==> config.mk <==
export PLATFORM = sky130hd
export DESIGN_NAME = multi_cycle_ctrl
export DESIGN_NICKNAME = d
export VERILOG_FILES = /design/src/rtl/multi_cycle_ctrl.sv
export SDC_FILE = /design/constraint.sdc
export NUM_CORES = 1
export LEC_CHECK = 0
export BUFFER_PORTS_ARGS = -buffer_cell sky130_fd_sc_hd__clkbuf_2
export CORE_MARGIN = 1.5
export CORE_UTILIZATION = 44
export CTS_CLUSTER_DIAMETER = 60
export DETAILED_ROUTE_END_ITERATION = 8
export PLACE_DENSITY_LB_ADDON = 0.15
export SLEW_MARGIN = 25
export SYNTH_ARGS = -nofsm -noshare
export SYNTH_HDL_FRONTEND = slang
export SYNTH_SLANG_ARGS = --single-unit
export TNS_END_PERCENT = 100
==> constraint.sdc <==
create_clock -name clk -period 3.8 [get_ports clk]
set_clock_uncertainty 0.05 [all_clocks]
set_input_delay 0.19 -clock clk [delete_from_list [all_inputs] [get_ports clk]]
set_output_delay 0.19 -clock clk [all_outputs]
set_load 0.1 [all_outputs]
==> src/rtl/multi_cycle_ctrl.sv <==
// Multi-cycle MIPS control FSM: sequences FETCH/DECODE/EXE/MEM/WB and decodes datapath controls.
// Optional macro MCTRL_PERF_EN adds free-running cycle_cnt and retired-instruction instr_cnt outputs.
module multi_cycle_ctrl (
    input  logic        clk,
    input  logic        rst_n,
    input  logic [5:0]  opcode,
    input  logic [5:0]  funct,
    input  logic        zero,
    input  logic        im_ready,
    input  logic        dm_ready,
    output logic        pc_wr,
    output logic [1:0]  npc_op,
    output logic        ir_wr,
    output logic        rf_wr,
    output logic        dm_wr,
    output logic        dm_rd,
    output logic [1:0]  wd_sel,
    output logic [1:0]  reg_dst,
    output logic        alu_src,
    output logic        ext_op,
    output logic [2:0]  alu_op,
    output logic        illegal,
    output logic [2:0]  state
`ifdef MCTRL_PERF_EN
    ,
    output logic [31:0] cycle_cnt,
    output logic [31:0] instr_cnt
`endif
);

    localparam logic [5:0] OP_RTYPE = 6'b000000;
    localparam logic [5:0] OP_ORI   = 6'b001101;
    localparam logic [5:0] OP_LUI   = 6'b001111;
    localparam logic [5:0] OP_LW    = 6'b100011;
    localparam logic [5:0] OP_SW    = 6'b101011;
    localparam logic [5:0] OP_BEQ   = 6'b000100;
    localparam logic [5:0] OP_J     = 6'b000010;
    localparam logic [5:0] OP_JAL   = 6'b000011;
    localparam logic [5:0] FN_ADDU  = 6'b100001;
    localparam logic [5:0] FN_SUBU  = 6'b100011;
    localparam logic [5:0] FN_JR    = 6'b001000;

    localparam logic [1:0] NPC_PC4 = 2'b00;
    localparam logic [1:0] NPC_BR  = 2'b01;
    localparam logic [1:0] NPC_J   = 2'b10;
    localparam logic [1:0] NPC_RS  = 2'b11;

    localparam logic [2:0] ALU_ADD = 3'b000;
    localparam logic [2:0] ALU_SUB = 3'b001;
    localparam logic [2:0] ALU_OR  = 3'b010;
    localparam logic [2:0] ALU_LUI = 3'b011;

    typedef enum logic [2:0] {
        FETCH  = 3'd0,
        DECODE = 3'd1,
        EXE    = 3'd2,
        MEM    = 3'd3,
        WB     = 3'd4
    } state_t;

    state_t state_q, state_d;

    logic is_addu, is_subu, is_jr, is_ori, is_lui, is_lw, is_sw, is_beq, is_j, is_jal;
    logic legal;

    logic       pc_wr_c, ir_wr_c, rf_wr_c, dm_wr_c, dm_rd_c, illegal_c;
    logic [1:0] npc_op_c, wd_sel_c, reg_dst_c;
    logic       alu_src_c, ext_op_c;
    logic [2:0] alu_op_c;

    always_comb begin
        is_addu = (opcode == OP_RTYPE) && (funct == FN_ADDU);
        is_subu = (opcode == OP_RTYPE) && (funct == FN_SUBU);
        is_jr   = (opcode == OP_RTYPE) && (funct == FN_JR);
        is_ori  = (opcode == OP_ORI);
        is_lui  = (opcode == OP_LUI);
        is_lw   = (opcode == OP_LW);
        is_sw   = (opcode == OP_SW);
        is_beq  = (opcode == OP_BEQ);
        is_j    = (opcode == OP_J);
        is_jal  = (opcode == OP_JAL);
        legal   = is_addu | is_subu | is_jr | is_ori | is_lui |
                  is_lw | is_sw | is_beq | is_j | is_jal;
    end

    always_comb begin
        state_d   = state_q;
        pc_wr_c   = 1'b0;
        npc_op_c  = NPC_PC4;
        ir_wr_c   = 1'b0;
        rf_wr_c   = 1'b0;
        dm_wr_c   = 1'b0;
        dm_rd_c   = 1'b0;
        wd_sel_c  = 2'b00;
        reg_dst_c = 2'b00;
        alu_src_c = 1'b0;
        ext_op_c  = 1'b0;
        alu_op_c  = ALU_ADD;
        illegal_c = 1'b0;

        // ALU controls are held steady from EXE through WB so the result stays valid.
        if (state_q == EXE || state_q == MEM || state_q == WB) begin
            if (is_subu) begin
                alu_op_c = ALU_SUB;
            end else if (is_ori) begin
                alu_src_c = 1'b1;
                alu_op_c  = ALU_OR;
            end else if (is_lui) begin
                alu_src_c = 1'b1;
                alu_op_c  = ALU_LUI;
            end else if (is_lw || is_sw) begin
                alu_src_c = 1'b1;
                ext_op_c  = 1'b1;
            end else if (is_beq) begin
                ext_op_c  = 1'b1;
                alu_op_c  = ALU_SUB;
            end
        end

        case (state_q)
            FETCH: begin
                if (im_ready) begin
                    ir_wr_c = 1'b1;
                    pc_wr_c = 1'b1;
                    state_d = DECODE;
                end
            end
            DECODE: begin
                if (is_j) begin
                    pc_wr_c  = 1'b1;
                    npc_op_c = NPC_J;
                    state_d  = FETCH;
                end else if (is_jal) begin
                    pc_wr_c   = 1'b1;
                    npc_op_c  = NPC_J;
                    rf_wr_c   = 1'b1;
                    reg_dst_c = 2'b10;
                    wd_sel_c  = 2'b10;
                    state_d   = FETCH;
                end else if (is_jr) begin
                    pc_wr_c  = 1'b1;
                    npc_op_c = NPC_RS;
                    state_d  = FETCH;
                end else if (!legal) begin
                    illegal_c = 1'b1;
                    state_d   = FETCH;
                end else begin
                    state_d = EXE;
                end
            end
            EXE: begin
                if (is_beq) begin
                    pc_wr_c  = zero;
                    npc_op_c = NPC_BR;
                    state_d  = FETCH;
                end else if (is_lw || is_sw) begin
                    state_d = MEM;
                end else if (is_addu || is_subu || is_ori || is_lui) begin
                    state_d = WB;
                end else begin
                    state_d = FETCH;
                end
            end
            MEM: begin
                if (is_sw) begin
                    dm_wr_c = 1'b1;
                    if (dm_ready) state_d = FETCH;
                end else if (is_lw) begin
                    dm_rd_c = 1'b1;
                    if (dm_ready) state_d = WB;
                end else begin
                    state_d = FETCH;
                end
            end
            WB: begin
                rf_wr_c = 1'b1;
                state_d = FETCH;
                if (is_addu || is_subu) begin
                    reg_dst_c = 2'b01;
                end else if (is_lw) begin
                    wd_sel_c = 2'b01;
                end
            end
            default: begin
                state_d = FETCH;
            end
        endcase
    end

    always_ff @(posedge clk or negedge rst_n) begin
        if (!rst_n) begin
            state_q <= FETCH;
        end else begin
            state_q <= state_d;
        end
    end

    // Outputs are gated by rst_n so nothing fires while reset is held, even with im_ready high.
    always_comb begin
        pc_wr   = rst_n & pc_wr_c;
        ir_wr   = rst_n & ir_wr_c;
        rf_wr   = rst_n & rf_wr_c;
        dm_wr   = rst_n & dm_wr_c;
        dm_rd   = rst_n & dm_rd_c;
        illegal = rst_n & illegal_c;
        npc_op  = rst_n ? npc_op_c  : 2'b00;
        wd_sel  = rst_n ? wd_sel_c  : 2'b00;
        reg_dst = rst_n ? reg_dst_c : 2'b00;
        alu_src = rst_n & alu_src_c;
        ext_op  = rst_n & ext_op_c;
        alu_op  = rst_n ? alu_op_c  : 3'b000;
        state   = state_q;
    end

`ifdef MCTRL_PERF_EN
    logic [31:0] cycle_cnt_q, instr_cnt_q;
    logic        retire;

    // A legal instruction retires on any transition back to FETCH from an active state.
    always_comb begin
        retire = legal && !illegal_c && (state_d == FETCH) &&
                 (state_q == DECODE || state_q == EXE || state_q == MEM || state_q == WB);
    end

    always_ff @(posedge clk or negedge rst_n) begin
        if (!rst_n) begin
            cycle_cnt_q <= 32'd0;
            instr_cnt_q <= 32'd0;
        end else begin
            cycle_cnt_q <= cycle_cnt_q + 32'd1;
            if (retire) instr_cnt_q <= instr_cnt_q + 32'd1;
        end
    end

    assign cycle_cnt = cycle_cnt_q;
    assign instr_cnt = instr_cnt_q;
`endif

endmodule

==> impl_metrics.json <==
{
  "status": "finished, final reports clean",
  "setup_tns_ps": 0,
  "synth_edf_count": 0,
  "cts-resized-gates": 0,
  "power_mw": 0.1576,
  "first_global_vias": 558,
  "max_freq_mhz": 446.1,
  "first_pass_iters": 4,
  "hold_class": "input port to flip-flop",
  "cts_tree": "yes",
  "leakage_nw": 0.3614,
  "wirelength_mm": 1.473,
  "path_buf_inv": 1,
  "die_x_um": 39.13,
  "dp_slack_ps": 1664,
  "syn_to_final_growth_pct": 36.82,
  "required_ps": 3560,
  "r2r_cells": 4,
  "crit_arrival_ps": 2000,
  "tightest_slew_ps": 544.6,
  "largest_reg_flops": 3,
  "endpoint_kind": "primary output",
  "portBuffers": 35,
  "rsz0062_at_grt": "no",
  "grt_max_degree": 13,
  "hold_start": "dm_ready",
  "fin_crit_sh": 0.5899,
  "min_path_cells": 3,
  "drt.antenna.violating_nets": 0,
  "yosysUniqueCellTypes": 39,
  "dieArea_mm2": 0.001531,
  "cts_buffers": 3,
  "grt_overflow": 0,
  "core-area_mm2": 0.001156,
  "drc": 0,
  "yosysTopAreaCell": "dfrtp_1",
  "synthArstFlopShare": 1.000,
  "drive_gt1_frac": 0.4513,
  "synthTopCellsByArea": "dfrtp_1 13%, nor2_1 9.8%, or4_4 5.9%",
  "slew_headroom": 0.6385,
  "seq_area_um2": 75.07,
  "period_minus_slack_ps": 2242,
  "path_delay_family": "flip-flops",
  "reg2reg_to": "state[2]",
  "wl_per_cell_um": 11.60,
  "path_cells": "nor3b_1 -> o21ai_0 -> a21o_1 -> nor2_1 -> clkbuf_2",
  "wl_met3_um": 60,
  "ys.flop_type": "dfrtp_1",
  "yosysTopAreaCellShare": 0.1307,
  "dp_hpwl_mm": 1.190,
  "ioPinCount": 37,
  "viasPerCell": 5.598,
  "syn_avg_cell_area_um2": 7.363,
  "cp-start-kind": "flip-flop",
  "setup_ws_ps": 1558,
  "ir_drop_mv": 0.1090,
  "slew_viol_final": 0,
  "top_layer": "met3",
  "netlist_instances": 78,
  "drv_cap": 0,
  "critPathLaunch": "state[1]",
  "min_to": "state[2]",
  "synth_area_um2": 574.3,
  "met2_length_um": 734,
  "worstReg2RegStart": "state[1]",
  "gp_congestion": 0.7888,
  "std_cell_rows": 12,
  "initial_core_util": 0.4968,
  "synthTopCellsByCount": "15 x nor2_1, 5 x nand2_1, 5 x nand3_1",
  "htreeDepth": 1,
  "post_cts_buffers": 0,
  "ys_ff_latch": 3,
  "grt_usage": 0.2033,
  "path_class": "flip-flop to primary output",
  "antenna_found_initial": 0,
  "fillers": 114,
  "fin_nets": 131,
  "multiInputGateArea_um2": 478.0,
  "die_h_um": 39.13,
  "clockBufferDepth": 2,
  "hold_violations": 0,
  "ys_warn_count": 0,
  "m1WireLength_um": 678,
  "vias": 711,
  "synth_most_common_cell": "nor2_1",
  "root_buffer": "clkbuf_4",
  "setup_viol": 0,
  "crit_path_max_incr_delay_ps": 490,
  "cts_hold_buf": 1,
  "ys_seq_area_frac": 0.1307,
  "clk_latency_ps": 230,
  "clock_sinks": 3,
  "n_antenna_cell": 0,
  "grt_first_pass_wirelength_mm": 2.214,
  "path_max_fanout": 12,
  "path_clk_slew_ps": 40,
  "drt_iter0_markers": 8,
  "p_per_area_mw_per_mm2": 200.6,
  "reg2reg_slack_ps": 2290,
  "cp_slowest_cell": "dfrtp_1",
  "syn-num-nets": 95
}
## worst min-delay path: stages
cell and delay, ps:
clkbuf_2 90, inv_1 60, a221oi_2 50
## where the power goes
part / switching [mW] / internal, mW / total (mW)
logic: 0.0484 / 0.0181 / 0.0666
registers: 0.00331 / 0.0331 / 0.0365
clock network: 0.0153 / 0.0393 / 0.0546
total: 0.0670 / 0.0906 / 0.158
## worst max-delay path by stage
stage | endpoint | slack, ps | depth (start not counted)
floorplan | wd_sel[1] | 10 | 5
global placement | rf_wr | 1710 | 6
detailed placement | rf_wr | 1660 | 6
CTS | alu_src | 1550 | 5
global route | alu_src | 1410 | 5
finish | alu_src | 1560 | 5
## stage by stage
step / area [um^2] / util / cells / hold WS (ps)
floorplan: 586.8 / - / 78 / -155.6
global placement: 749.5 / 0.6483 / 122 / -9.791
detailed placement: 749.5 / 0.6483 / 122 / -7.331
CTS: 785.8 / 0.6797 / 127 / 150.2
global route: 785.8 / 0.6797 / 127 / 170.3
finish: 785.8 / 0.6797 / 127 / 157.3
## layout by cell type, fill, tap and decap left out, drive strengths merged
cell type / count
and4: 1
or2: 1
nand3b: 1
dfrtp: 3
clkbuf: 39
a31oi: 1
inv: 1
conb: 1
o32ai: 1
nand4b: 2
a211oi: 1
nor4: 2
o21ai: 3
nor2: 15
nand4: 3
and3: 2
nor2b: 3
a21boi: 2
a221oi: 2
dlygate4sd3: 1
nand2b: 1
mux2: 1
and4b: 3
or4: 3
nand2: 5
nor3b: 4
a21oi: 1
a21o: 1
nor3: 2
nor4b: 1
nand3: 5
or4b: 1
## cell type report
| class | count | area share |
|---|---|---|
| clock buffer | 4 | 0.03344 |
| inverter | 1 | 0.004777 |
| multi-input combinational | 69 | 0.6083 |
| sequential | 3 | 0.09554 |
| tap | 14 | 0.02229 |
| timing repair buffer | 36 | 0.2357 |
## cell families after synthesis
| group | after synthesis | share of synthesized area |
|---|---|---|
| buffers and inverters | 6 | 0.05882 |
| AND/OR/NAND/NOR | 55 | 0.6231 |
| multiplexers | 1 | 0.01961 |
| other | 1 | 0.006530 |
| AO/OA/AOI/OAI | 12 | 0.1612 |
| flip-flops | 3 | 0.1307 |
## metal layers
metal | vias to the layer above | track usage
met3 | 0 | 0.05202
met2 | 19 | 0.3667
met4 | 0 | 0.02586
met5 | - | 0
met1 | 323 | 0.2432
li1 | 369 | -
Note: power is estimated with default switching activity, not from simulation.
